--- src/rtl/piso_pkg.sv ---
// Shared types and constants for the parametrised PISO serializer.
// Holds the FSM state encoding, the bit-order encoding and a constant-width helper.
package piso_pkg;

    typedef enum logic {
        IDLE  = 1'b0,
        SHIFT = 1'b1
    } state_t;

    localparam logic ORDER_LSB = 1'b0;
    localparam logic ORDER_MSB = 1'b1;

    // Number of bits needed to count 0..value-1; used only in constant context.
    function automatic int clog2(input int value);
        int result;
        int rem;
        result = 0;
        rem    = value - 1;
        while (rem > 0) begin
            result = result + 1;
            rem    = rem >> 1;
        end
        return result;
    endfunction

endpackage

--- src/rtl/piso_shift_core.sv ---
// Shift register, bit counter and per-word order flag.
// A load restarts the word at bit 0; an advance consumes the current bit.
module piso_shift_core
    import piso_pkg::*;
#(
    parameter int DATA_W = 8,
    parameter int CNT_W  = clog2(DATA_W)
) (
    input  logic              clk,
    input  logic              reset,
    input  logic              load,
    input  logic [DATA_W-1:0] load_data,
    input  logic              load_msb_first,
    input  logic              advance,
    output logic              bit_out,
    output logic              last
);

    localparam logic [CNT_W-1:0] LAST_CNT = CNT_W'(DATA_W - 1);

    logic [DATA_W-1:0] shreg;
    logic [CNT_W-1:0]  cnt;
    logic              msb_first;

    // NOTE: sequential state uses non-blocking assignments only, so every register
    // samples the pre-edge values of its neighbours regardless of statement order.
    always_ff @(posedge clk) begin
        if (reset) begin
            shreg     <= '0;
            cnt       <= '0;
            msb_first <= ORDER_LSB;
        end else if (load) begin
            shreg     <= load_data;
            cnt       <= '0;
            msb_first <= load_msb_first;
        end else if (advance) begin
            // Consuming the final bit empties the core rather than letting cnt run past the word.
            if (cnt == LAST_CNT) begin
                shreg <= '0;
                cnt   <= '0;
            end else begin
                shreg <= (msb_first == ORDER_MSB) ? {shreg[DATA_W-2:0], 1'b0}
                                                  : {1'b0, shreg[DATA_W-1:1]};
                cnt   <= cnt + 1'b1;
            end
        end
    end

    assign bit_out = (msb_first == ORDER_MSB) ? shreg[DATA_W-1] : shreg[0];
    assign last    = (cnt == LAST_CNT);

endmodule

--- src/rtl/piso_serializer.sv ---
// Parallel-in/serial-out serializer with valid/ready input and a one-word holding buffer.
// The top owns the IDLE/SHIFT FSM, the holding buffer and the handshake.
module piso_serializer
    import piso_pkg::*;
#(
    parameter int DATA_W = 8
) (
    input  logic              clk,
    input  logic              reset,
    input  logic              s_valid,
    output logic              s_ready,
    input  logic [DATA_W-1:0] s_data,
    input  logic              s_msb_first,
    input  logic              bit_en,
    output logic              ser_out,
    output logic              ser_valid,
    output logic              ser_last,
    output logic              busy
);

    localparam int CNT_W = clog2(DATA_W);

    state_t            state;
    logic [DATA_W-1:0] hold_data;
    logic              hold_msb_first;
    logic              hold_full;

    logic core_bit;
    logic core_last;
    logic accept;
    logic consume_last;
    logic core_load;
    logic core_advance;

    assign s_ready      = !reset && !hold_full;
    assign accept       = s_valid && s_ready;
    assign consume_last = (state == SHIFT) && bit_en && core_last;

    // Reload on the final bit comes from the hold if it is full, otherwise straight from the input.
    assign core_load    = ((state == IDLE) && accept) || (consume_last && (hold_full || accept));
    assign core_advance = (state == SHIFT) && bit_en && !core_load;

    piso_shift_core #(
        .DATA_W (DATA_W),
        .CNT_W  (CNT_W)
    ) u_core (
        .clk            (clk),
        .reset          (reset),
        .load           (core_load),
        .load_data      (hold_full ? hold_data : s_data),
        .load_msb_first (hold_full ? hold_msb_first : s_msb_first),
        .advance        (core_advance),
        .bit_out        (core_bit),
        .last           (core_last)
    );

    // NOTE: the holding buffer is a single word, so it is cleared on reset like any
    // other register; a discarded word must never reappear after reset.
    always_ff @(posedge clk) begin
        if (reset) begin
            state          <= IDLE;
            hold_data      <= '0;
            hold_msb_first <= ORDER_LSB;
            hold_full      <= 1'b0;
        end else begin
            case (state)
                IDLE: begin
                    if (accept) state <= SHIFT;
                end
                SHIFT: begin
                    if (consume_last) begin
                        if (hold_full)   hold_full <= 1'b0;
                        else if (!accept) state    <= IDLE;
                    end else if (accept) begin
                        hold_data      <= s_data;
                        hold_msb_first <= s_msb_first;
                        hold_full      <= 1'b1;
                    end
                end
                default: state <= IDLE;
            endcase
        end
    end

    assign ser_valid = (state == SHIFT);
    assign ser_out   = ser_valid && core_bit;
    assign ser_last  = ser_valid && core_last;
    assign busy      = ser_valid || hold_full;

endmodule

--- config.mk ---
export PLATFORM = sky130hd
export DESIGN_NAME = piso_serializer
export DESIGN_NICKNAME = d
export VERILOG_FILES = /design/src/rtl/piso_pkg.sv /design/src/rtl/piso_shift_core.sv /design/src/rtl/piso_serializer.sv
export SDC_FILE = /design/constraint.sdc
export NUM_CORES = 1
export LEC_CHECK = 0
export BUFFER_PORTS_ARGS = -buffer_cell sky130_fd_sc_hd__buf_2
export CORE_AREA = 2 2 57 54
export DETAILED_ROUTE_END_ITERATION = 16
export DIE_AREA = 0 0 59 56
export PLACE_DENSITY = 0.68
export RECOVER_POWER = 100
export SLEW_MARGIN = 20
export SYNTH_ARGS = -nofsm -noshare
export SYNTH_HDL_FRONTEND = slang
export SYNTH_SLANG_ARGS = --single-unit
--- constraint.sdc ---
create_clock -name clk -period 1.75 [get_ports clk]
set_input_delay 0.0875 -clock clk [delete_from_list [all_inputs] [get_ports clk]]
set_output_delay 0.0875 -clock clk [all_outputs]
set_load 0.05 [all_outputs]
* After elaboration in Yosys (flattened, before gate mapping) *
Cells that the tools add are included.

word-level totals
  logic and storage cells = 45
  register bits = 23
  output and inout port bits = 5

cells by class
  equal/unequal tests = 1
  mux-type cells = 14
  bitwise gates (word level) = 2
  reductions and logical operators = 20
  $add $sub $neg = 1

operator list
  operator             count
  $mux 8               5
  $logic_and 1x1->1    9
  $mux 1               7
  $reduce_bool 2->1    2
  $add 3x1->3 const B  1
  $eq 3x3->1 const B   1
  $logic_not 1->1      3
  $logic_or 1x1->1     3
  $mux 3               1
  $reduce_and 3->1     1
  $not 1->1            2
  $pmux 1 s2           1
  $reduce_and 2->1     1
  $reduce_or 2->1      1

* Depth between registers and ports, before layout *
  depth after elaboration = 10
  gate-level depth with buffers = 6
  depth with buffers taken out = 5

* Modules after synthesis *
A second synthesis with hierarchy kept.

unflattened totals
  cells, all modules = 135
  area total of the unflattened synthesis = 1287.5 um^2

modules (own cells, without submodules)
  module           cells an instance  area each (um^2)  sequential area each (um^2)  instances
  piso_shift_core  64                 655.6             240.2                        1
  piso_serializer  71                 631.9             220.2                        1

* Worst setup path after synthesis *
OpenSTA, ideal clock, no wires.

  path kind = register to output
  start point = reg state, in the netlist ser_valid
  end point = out ser_out
  data arrival time = 1.828 ns
  slack = -0.165 ns
  buffers on the path = 2
  stages on the path, launching flop included = 4
  cell sequence = dfxtp_1 buf_4 buf_2 nor2b_1

between the ends
  longest elaborated chain between the ends = 1

RTL lines
  element                   line                   RTL
  start: declaration        piso_serializer.sv:23  state_t state;
  start signal: assignment  piso_serializer.sv:61  state <= IDLE;
  start signal: assignment  piso_serializer.sv:68  if (accept) state <= SHIFT;
  start signal: assignment  piso_serializer.sv:73  else if (!accept) state <= IDLE;
  $logic_and 1x1->1         piso_serializer.sv:86  assign ser_out = ser_valid && core_bit;
  end: declaration          piso_serializer.sv:15  output logic ser_out,

No other way between the ends.

* Worst setup path after layout *
  start point = reg u_core.cnt[0]
  end point = out ser_last

between the ends
  longest elaborated chain between the ends = 2

RTL lines
  element                   line                   RTL
  start: declaration        piso_shift_core.sv:22  logic [CNT_W-1:0] cnt;
  start signal: assignment  piso_shift_core.sv:44  cnt <= cnt + 1'b1;
  $eq 3x3->1                piso_shift_core.sv:50  assign last = (cnt == LAST_CNT);
  $logic_and 1x1->1         piso_serializer.sv:87  assign ser_last = ser_valid && core_last;
  end: declaration          piso_serializer.sv:17  output logic ser_last,

No other way between the ends.

==> impl_metrics.ini <==
[critical_path]
crit_path_max_fanout = 9
cp.arrival_ns = 1.59
crit_path_cell_trace = ha_1 > ha_4 > buf_4 > and2_1 > clkbuf_4
critPathKind = reg2out
crit_path_end_kind = output pin
crit_path_top_delay_cell = dfxtp_2
critPathBufInv = 2
cp.required_ns = 1.66
cpPeakStageDelay_ns = 0.35
crit_family = adder cells
cp-start-kind = flop

[yosys]
synth-seq-area-share = 0.3566
netlist_instances = 156
synth_top_cells_by_count = 23 x dfxtp_1, 19 x nand3_1, 16 x o21ai_0
syn-num-nets = 171
avgSynthCellArea_um2 = 8.277
ys_warn_count = 0
yosys_most_used_dff = dfxtp_1
synth_top_area_frac = 0.3566
synth.most_common_cell = dfxtp_1
synthTopCellsByArea = dfxtp_1 36%, nand3_1 7.4%, a221o_1 6.2%
asyncSetResetFlopFracSynth = 0
synth_seq_cells = 23
synth-edff-count = 0
synth_cell_types = 34
synth_area_leader_cell = dfxtp_1
syn_area_um2 = 1291

[clock_tree]
root_buffer = clkbuf_4
cts_setup_buffers = 0
h-tree-depth = 1
clk-insertion-delay-late_ns = 0.32
cts_buffer_depth = 2
clkTransAtPathRegs_ns = 0.13
cts_tree = yes
cts_buffers = 3
postCtsHoldBufs = 0
cts.sinks = 23

[layout]
stdcell_count = 202
n_fill_cell = 275
multi_input_area_um2 = 755.7
ff_latch_area_um2 = 462.9
final_design_area_no_fill_um2 = 1439
diodes = 0
final_core_util = 0.5414
nets = 188
area_delta_synth_final_pct = 11.43
drive_gt1_frac = 0.1744

[global_route]
grt_pass1_vias = 1131
gr-total-overflow = 0
grt_use_total = 0.2010
grt_pass1_wl_um = 5306
antenna_found_initial = 0
grt_max_degree = 29

[floorplan]
die_width_um = 59
die_h_um = 56
io_pins = 18
initial_core_util = 0.4859
placementRows = 18
dieArea_um2 = 3304
coreArea_um2 = 2658

[sta]
setup_viol = 0
layout_min_cycle_time_ns = 1.676
hold_viol = 0
rsz0062_at_grt = no
max_clock_freq_mhz = 596.7
fin_tns_setup_ns = 0
relSlewSlack = 0.6100
fin_crit_sh = 0.9577
worst_pin_slew_ns = 0.5876
drv_slew = 0
fin_skew_ns = 0.006072

[placement]
dp_cells = 198
gp_congestion = 0.7768
io_buffers = 17
post_dp_cell_area_um2 = 1404
hpwl_um = 2206

[drt]
drt_iter0_markers = 40
wl_per_cell_um = 15.09
totalWireLength_um = 3048
ant_nets = 0
post-route-drc-count = 0
viasPerCell = 5.891
dr_total_vias = 1190
drtPass1Iterations = 4

[worst_hold_path]
min_path_type = in2reg

[status]
status = finished clean

[flow_run]
cap_violations = 0

[power]
powerDensity_nw_per_um2 = 715.8
ir_drop_uv = 610.3
leakage_uw = 0.0005272
## kinds of logic after synthesis
group | share of synthesized area
AOI/OAI and AO/OA | 0.2364
adders and majority gates | 0.01938
buffers and inverters | 0.06783
DFF | 0.3566
muxes | 0.07074
and+or+nand+nor | 0.2490
## placed cells by master (no fill, tap or decap), types with 2 or more instances in the layout
master	instances
dfxtp_2	2
nand3_1	19
clkbuf_2	2
a21oi_1	14
o21ai_0	16
nand2b_1	4
nand4_1	2
mux2i_1	8
a211oi_1	2
inv_1	8
and2_1	3
nand4bb_1	2
clkbuf_4	4
buf_2	12
or4b_1	2
o31ai_1	4
nor2_1	8
a31oi_1	2
dfxtp_1	21
buf_4	5
clkbuf_1	4
a221o_1	8
nand2_1	5
## path summary, 6_finish.rpt
| kind | startpoint | end | slack (ns) | cells after the start |
|---|---|---|---|---|
| min reg2reg | hold_msb_first | hold_msb_first | 0.49 | 2 |
| min | s_data[2] | hold_data[2] | 0.02 | 3 |
| max | u_core.cnt[0] | ser_last | 0.07 | 5 |
| max reg2reg | ser_valid | u_core.shreg[0] | 0.12 | 3 |
## flip-flops by register name (all words and copies together), names as in the netlist
| signal | cells |
|---|---|
| hold_data | 8 |
| hold_full | 1 |
| hold_msb_first | 1 |
| ser_valid | 1 |
| u_core.cnt | 3 |
| u_core.msb_first | 1 |
| u_core.shreg | 8 |
## layer usage
metal,up-vias,part of all wire,wire length [µm],GRT usage
met5,-,0,0,0
met4,0,0.0043,13,0.03896
met3,2,0.046,139,0.05581
met2,29,0.48,1452,0.3095
met1,553,0.47,1443,0.2800
li1,606,-,-,-
## tightest hold or removal path, cell delays in order
cell and delay, ns:
buf_2 0.10, nand3_1 0.06, a21oi_1 0.05
## stage by stage
step           total power (µW)  setup WS, ns  hold slack (ns)
2_1_floorplan             729.4       0.08369           0.2352
3_3_place_gp              781.4        0.1793           0.3519
3_5_place_dp              788.7       0.05534           0.3615
4_1_cts                    1034       0.01170          0.01536
5_1_grt                    1079      0.007753          0.01510
6_report                   1030       0.07407          0.01779
## report_power, final
part / leakage, µW / switching, µW / internal, µW / total, µW
Sequential: 0.000188 / 38.4 / 551 / 590
Combinational: 0.000324 / 107 / 78.0 / 185
Clock: 0.0000150 / 166 / 89.1 / 255
## final cells by class
class | instances | area share
inverters | 8 | 0.02087
well taps | 30 | 0.02609
multi-input cells | 114 | 0.5252
repair buffers | 23 | 0.08783
clock buffers | 4 | 0.01826
flip-flops and latches | 23 | 0.3217
## what timing repair did
item                                    in CTS  in global routing
pin swaps                                    0                  0
gates resized for setup                      1                  5
endpoints found under the setup margin       1                 16
Note: power is estimated with default switching activity, not from simulation.
